[src/rtl/multicycle_sequencer.sv]
// Multicycle instruction sequencer: FETCH/DECODE/EXEC/MEM/WB control strobes and retire count.
// Optional memory-wait timeout is enabled by defining SEQ_TIMEOUT_EN.
module multicycle_sequencer #(
    parameter int WAIT_MAX = 15
) (
    input  logic        clk,
    input  logic        rst_n,
    input  logic        run,
    input  logic [6:0]  opcode,
    input  logic        mem_ready,
    output logic        mem_req,
    output logic        mem_we,
    output logic        ir_write,
    output logic        reg_we,
    output logic        pc_write,
    output logic [2:0]  state,
    output logic [31:0] instret,
    output logic [1:0]  err_code
);

    localparam logic [2:0] S_IDLE   = 3'd0;
    localparam logic [2:0] S_FETCH  = 3'd1;
    localparam logic [2:0] S_DECODE = 3'd2;
    localparam logic [2:0] S_EXEC   = 3'd3;
    localparam logic [2:0] S_MEM    = 3'd4;
    localparam logic [2:0] S_WB     = 3'd5;
    localparam logic [2:0] S_HALT   = 3'd6;

    localparam logic [6:0] OP_LOAD   = 7'b0000011;
    localparam logic [6:0] OP_STORE  = 7'b0100011;
    localparam logic [6:0] OP_ALU    = 7'b0110011;
    localparam logic [6:0] OP_ALUI   = 7'b0010011;
    localparam logic [6:0] OP_LUI    = 7'b0110111;
    localparam logic [6:0] OP_AUIPC  = 7'b0010111;
    localparam logic [6:0] OP_JAL    = 7'b1101111;
    localparam logic [6:0] OP_JALR   = 7'b1100111;
    localparam logic [6:0] OP_BRANCH = 7'b1100011;
    localparam logic [6:0] OP_SYSTEM = 7'b1110011;

    logic [2:0]  state_q, state_d;
    logic [1:0]  err_q, err_d;
    logic [31:0] instret_q;
    logic        is_legal, is_store, is_load, is_branch;
    logic        timeout;

    // Opcode is decoded live every cycle; nothing about the instruction is latched here.
    always_comb begin
        is_legal = 1'b0;
        case (opcode)
            OP_LOAD, OP_STORE, OP_ALU, OP_ALUI, OP_LUI,
            OP_AUIPC, OP_JAL, OP_JALR, OP_BRANCH: is_legal = 1'b1;
            default:                              is_legal = 1'b0;
        endcase
    end

    assign is_store  = (opcode == OP_STORE);
    assign is_load   = (opcode == OP_LOAD);
    assign is_branch = (opcode == OP_BRANCH);

`ifdef SEQ_TIMEOUT_EN
    logic [7:0] wait_q;

    // Fires on the WAIT_MAX-th consecutive cycle of mem_ready low in FETCH/MEM.
    assign timeout = ((state_q == S_FETCH) || (state_q == S_MEM)) && !mem_ready &&
                     (({1'b0, wait_q} + 9'd1) >= 9'(WAIT_MAX));

    always_ff @(posedge clk or negedge rst_n) begin
        if (!rst_n) begin
            wait_q <= 8'd0;
        end else if (state_d != state_q) begin
            wait_q <= 8'd0;
        end else if (((state_q == S_FETCH) || (state_q == S_MEM)) && !mem_ready) begin
            wait_q <= wait_q + 8'd1;
        end
    end
`else
    // Without the timeout option memory waits are unbounded; WAIT_MAX only folds to a constant 0.
    assign timeout = (WAIT_MAX < 0);
`endif

    always_ff @(posedge clk or negedge rst_n) begin
        if (!rst_n) begin
            state_q <= S_IDLE;
            err_q   <= 2'b00;
        end else begin
            state_q <= state_d;
            err_q   <= err_d;
        end
    end

    always_comb begin
        state_d = state_q;
        err_d   = err_q;
        case (state_q)
            S_IDLE: begin
                if (run) state_d = S_FETCH;
            end
            S_FETCH: begin
                if (mem_ready) begin
                    state_d = S_DECODE;
                end else if (timeout) begin
                    state_d = S_HALT;
                    err_d   = 2'b10;
                end
            end
            S_DECODE: begin
                if (is_legal) begin
                    state_d = S_EXEC;
                end else if (opcode == OP_SYSTEM) begin
                    state_d = S_HALT;
                end else begin
                    state_d = S_HALT;
                    err_d   = 2'b01;
                end
            end
            S_EXEC: begin
                if (is_branch)              state_d = run ? S_FETCH : S_IDLE;
                else if (is_load || is_store) state_d = S_MEM;
                else                        state_d = S_WB;
            end
            S_MEM: begin
                if (mem_ready) begin
                    state_d = is_store ? (run ? S_FETCH : S_IDLE) : S_WB;
                end else if (timeout) begin
                    state_d = S_HALT;
                    err_d   = 2'b10;
                end
            end
            S_WB:   state_d = run ? S_FETCH : S_IDLE;
            S_HALT: state_d = S_HALT;
            default: begin
                state_d = S_HALT;
                err_d   = 2'b01;
            end
        endcase
    end

    // Strobes are decoded from the registered state, so reset forces them low immediately.
    always_comb begin
        mem_req  = 1'b0;
        mem_we   = 1'b0;
        ir_write = 1'b0;
        reg_we   = 1'b0;
        pc_write = 1'b0;
        case (state_q)
            S_FETCH: begin
                mem_req  = 1'b1;
                ir_write = mem_ready;
            end
            S_EXEC: pc_write = is_branch;
            S_MEM: begin
                mem_req  = 1'b1;
                mem_we   = is_store;
                pc_write = is_store && mem_ready;
            end
            S_WB: begin
                reg_we   = 1'b1;
                pc_write = 1'b1;
            end
            default: ;
        endcase
    end

    always_ff @(posedge clk or negedge rst_n) begin
        if (!rst_n) begin
            instret_q <= 32'd0;
        end else if (pc_write) begin
            instret_q <= instret_q + 32'd1;
        end
    end

    assign state    = state_q;
    assign instret  = instret_q;
    assign err_code = err_q;

endmodule

[config.mk]
export PLATFORM = sky130hd
export DESIGN_NAME = multicycle_sequencer
export DESIGN_NICKNAME = d
export VERILOG_FILES = /design/src/rtl/multicycle_sequencer.sv
export SDC_FILE = /design/constraint.sdc
export NUM_CORES = 1
export LEC_CHECK = 0
export ABC_AREA = 1
export ABC_CLOCK_PERIOD_IN_PS = 1900
export CORE_MARGIN = 4
export CORE_UTILIZATION = 48
export CTS_BUF_LIST = sky130_fd_sc_hd__clkbuf_2
export DETAILED_ROUTE_END_ITERATION = 10
export GPL_ROUTABILITY_DRIVEN = 0
export PLACE_DENSITY_LB_ADDON = 0.3
export SYNTH_ARGS = -nofsm -noshare
export SYNTH_HDL_FRONTEND = slang
export SYNTH_SLANG_ARGS = --single-unit
[constraint.sdc]
create_clock -name clk -period 1.9 [get_ports clk]
set_clock_uncertainty 0.2 [all_clocks]
set_input_delay 0.285 -clock clk [delete_from_list [all_inputs] [get_ports clk]]
set_output_delay 0.285 -clock clk [all_outputs]
set_load 0.02 [all_outputs]
# Word level (Yosys, flattened, before mapping)
# Cells that the tools add are included.
word_totals:
  regBits: 37
  word_cells: 52
  in_bits: 11
op_classes:
  bitwise_logic: 1
  addsub: 1
  n_eq_ne: 21
  reduce_logical: 8
  mux: 18
op_table:
  columns: ["operator", "count"]
  rows:
  - ["adder 32 x 1 -> 32 bit, second input constant", 1]
  - ["== test 7 bit, second input constant", 4]
  - ["== test 7 x 6 -> 1 bit, second input constant", 3]
  - ["two-way mux 3 bit", 6]
  - ["case mux 3 bit (6 select lines)", 1]
  - ["== test 7 x 5 -> 1 bit, second input constant", 2]
  - ["inequality test 2 bit, second input constant", 5]
  - ["== test 3 bit, second input constant", 3]
  - ["OR reduction 9 bit", 1]
  - ["== test 7 x 2 -> 1 bit, second input constant", 1]
  - ["two-way mux 1 bit", 7]
  - ["== test 3 x 2 -> 1 bit, second input constant", 2]
  - ["AND reduction 3 bit", 2]
  - ["OR reduction 6 bit", 1]
  - ["two-way mux 2 bit", 2]
  - ["case mux 2 bit (2 select lines)", 1]
  - ["== test 3 x 1 -> 1 bit, second input constant", 1]
  - ["logical NOT 3 bit", 1]
  - ["case mux 1 bit (3 select lines)", 1]
  - ["OR reduction 2 bit", 1]
  - ["logical AND 1 bit", 1]
  - ["logical OR 1 bit", 1]
  - ["inverter 1 bit", 1]

# Longest topological paths before layout
depth:
  depth_word: 5
  depth_mapped: 12
  depth_no_buf: 11

# Worst setup path before layout
# Ideal clock, no wire load.
synth_path:
  path_type: "reg-to-output"
  startpoint: "reg state_q[0] (netlist: state[0])"
  endpoint: "out pc_write"
  stages_incl_launch_ff: 8
  path_buffers: 2
  arrival_ps: 1377
  slack_ps: 38
  cell_sequence: "dfrtp_1 > nor2_1 > nand2_2 > nor2_4 > nand2_2 > nand2_4 > buf_8 > buf_6"
synth_between:
  elab_chain_cells: 2
  elab_cells_between_ends: 4
  classes_between: "eq/ne: 3; mux: 1"
synth_rtl:
  columns: ["element", "line", "source"]
  rows:
  - ["start, declared", "40", "logic [2:0] state_q, state_d;"]
  - ["start signal, assigned", "86", "state_q <= state_d;"]
  - ["== test 3 bit or == test 3 x 2 -> 1 bit (tied branches)", "145", "case (state_q)"]
  - ["case mux 1 bit (3 select lines) *", "145", null]
  - ["end, declared", "15", "output logic pc_write,"]
# Mark *: on every way between the ends. The rest lies on a longest branch, timed or not.

# Worst setup path in the final report
layout_path:
  startpoint: "reg state_q[2] (netlist: state[2])"
  endpoint: "out pc_write"
# Same word-level chain as after synthesis.

==> flow_summary.ini <==
[setup_path]
critPathMaxFanout = 4
end_kind = primary output
start_kind = register
crit_required_ps = 1410
arrival_ps = 1490
reg2reg_depth = 11
critPathKind = reg2out

[pwr]
internal_power_mw = 0.886
leakage_nw = 1.80
cellPowerDensity_nw_per_um2 = 349
power.share.clock = 0.305
pwr-share-seq = 0.634
p_sw_mw = 0.324
comb_power_share = 0.061
ir_drop_v = 0.000205
power.share.switching = 0.267

[die]
start_util = 0.501
core_um2 = 5170
die_x_um = 81.5
die_area_um2 = 6640
io_pins = 53
die_y_um = 81.5
row_count = 26

[synthesis]
yosysSeqAreaShare = 0.347
synth_edf_count = 0
synthesis.area_um2 = 2590
synth_cell_types = 29
synth.yosys.warnings = 0
ys_ff_latch = 36
synthFlopType = dfrtp_1
synthCells = 408
synth_async_sr_flop_share = 1.00
syn-num-nets = 420
postSynthAreaPerCell_um2 = 6.35

[clocking]
cts_tree = built
cts_buffer_depth = 2
clock_latency_ps = 400
cts.clk_slew.worst_paths_ps = 210
cts_max_level = 2
cts_buffers = 5
cts.sinks = 36
cts-root-buf = clkbuf_2

[routing]
avgRoutedWirePerCell_um = 12.6
drt_first_iter_violations = 214
postRouteAntennaNets = 0
drt_pre_antenna_iters = 5
drc_errors = 0
vias = 2853
routed_wl_mm = 7.14
viasPerCell = 5.05

[timing]
hold_viol_final = 0
rsz0062_at_grt = true
fmax_ghz = 0.506
slew_viol_final = 0
fin_crit_ps = 1970
fin_crit_sh = 1.04
final.setup.worst_slack_ps = -74.7
finalSetupViolations = 4

[final_layout]
final_cells = 565
final_nets = 506
num_antenna_cells = 0
final_util = 0.670
drive_gt1_frac = 0.196
area_delta_synth_final_pct = 33.7
stdcell_area_um2 = 3470

[global_route]
antenna_found_initial = 0
grt_pass1_wl_mm = 12.3
grt_remaining_overflow = 0
grt_pass1_vias = 2753
grt_max_degree = 21
grt_usage = 0.236

[placed_design]
place_ws_ps = -582
portBuffers = 51
placedCellCount = 548
placed_area_um2 = 3320
dp_hpwl_mm = 5.63

[outcome]
outcome = finished, violations left
violations = negative setup slack

[min_path]
min_path_type = in2async

[flow_run]
cap_violations = 0
power groups by stage:
stage | logic (mW) | clock network [mW] | registers (mW)
after floorplan | 0.0171 | 0 | 0.781
after global placement | 0.0684 | 0 | 0.781
after detailed placement | 0.0715 | 0 | 0.781
after CTS | 0.0734 | 0.379 | 0.767
after global routing | 0.0823 | 0.408 | 0.768
final | 0.0735 | 0.369 | 0.767
cells in the final DEF, fill, tap and decap left out, drive strengths merged:
cell / count
nand2: 194
clkdlybuf4s15: 1
buf: 41
clkinvlp: 2
inv: 32
nor2: 70
dfrtp: 36
nor3: 2
conb: 1
o211ai: 1
a21oi: 1
ha: 1
o21ai: 16
clkdlybuf4s50: 7
xor2: 10
dlymetal6s2s: 2
dlygate4sd3: 1
clkinv: 1
nand3: 18
clkbuf: 7
a21boi: 1
nor4: 1
nand4: 2
dlygate4sd2: 33
xnor2: 3
nand3b: 11
per-stage QoR:
step / hold WS (ps) / TNS (ps) / total power [mW]
final: 111 / -162 / 1.21
after global routing: 113 / -591 / 1.26
after CTS: 112 / -303 / 1.22
after detailed placement: 42.3 / -10070 / 0.852
after global placement: 37.9 / -7590 / 0.849
after floorplan: -211 / 0 / 0.798
worst paths after layout:
kind	startpoint	endpoint	slack [ps]
worst min-delay path	rst_n	state[1]$_DFFE_PN0P_	110
min in group clk	opcode[2]	state[2]$_DFFE_PN0P_	230
worst min register to register	err_code[0]$_DFFE_PN0P_	err_code[0]$_DFFE_PN0P_	320
worst max-delay path	state[2]$_DFFE_PN0P_	pc_write	-70
worst max register to register	state[2]$_DFFE_PN0P_	instret[5]$_DFFE_PN0P_	130
max in group asynchronous	rst_n	instret[18]$_DFFE_PN0P_	930
cell type report:
| cell class | count | area [um^2] |
|---|---|---|
| Fill cell | 470 | 1710 |
| Clock buffer | 5 | 25.0 |
| Tap cell | 70 | 87.6 |
| Clock inverter | 3 | 18.8 |
| Sequential cell | 36 | 913 |
| Inverter | 32 | 120 |
| Multi-Input combinational cell | 332 | 1540 |
| Timing Repair Buffer | 87 | 758 |
registers in the layout, summed over array words and instances (netlist names):
register	count
err_code	1
state	3
instret	32
routing by layer:
layer,GRT usage,up-vias,share of wire
met2,0.409,85,0.50
met4,0.0743,0,0.015
met1,0.290,1326,0.42
met3,0.0515,12,0.064
met5,0,-,0
li1,-,1430,-
logic make-up after synthesis:
logic type      after synthesis  synth area share
flops                        36             0.347
xor+xnor                     13            0.0439
compound gates               19            0.0487
other cells                   1           0.00145
fa+ha+maj                     1           0.00483
buf+inv                      40            0.0791
simple gates                298             0.474
what timing repair did:
| item | in CTS | in global routing |
|---|---|---|
| setup buffers | 3 | 5 |
| hold endpoints to repair | 36 | 0 |
| hold buffers | 1 | 0 |
| pin swaps | 1 | 5 |
| gates resized for setup | 75 | 29 |
| endpoints found under the setup margin | 41 | 26 |
synth_stat cells, drive strengths merged (2+ instances only):
| master | number | share of area |
|---|---|---|
| nand2 | 194 | 0.29 |
| nor2 | 70 | 0.11 |
| dfrtp | 36 | 0.35 |
| inv | 32 | 0.046 |
| nand3 | 18 | 0.035 |
| o21ai | 16 | 0.041 |
| nand3b | 11 | 0.032 |
| xor2 | 10 | 0.034 |
| buf | 8 | 0.033 |
| xnor2 | 3 | 0.010 |
| nand4 | 2 | 0.0048 |
| nor3 | 2 | 0.0039 |
critical path: stages, from the launching register on:
cell and delay (ps):
dfrtp_1 470, inv_2 90, nand2_2 80, nor2_4 110, nand2_1 60, nand2_1 60
inv_2 40, nand2_4 70, buf_6 110
Power figures use the tool's default switching activity.
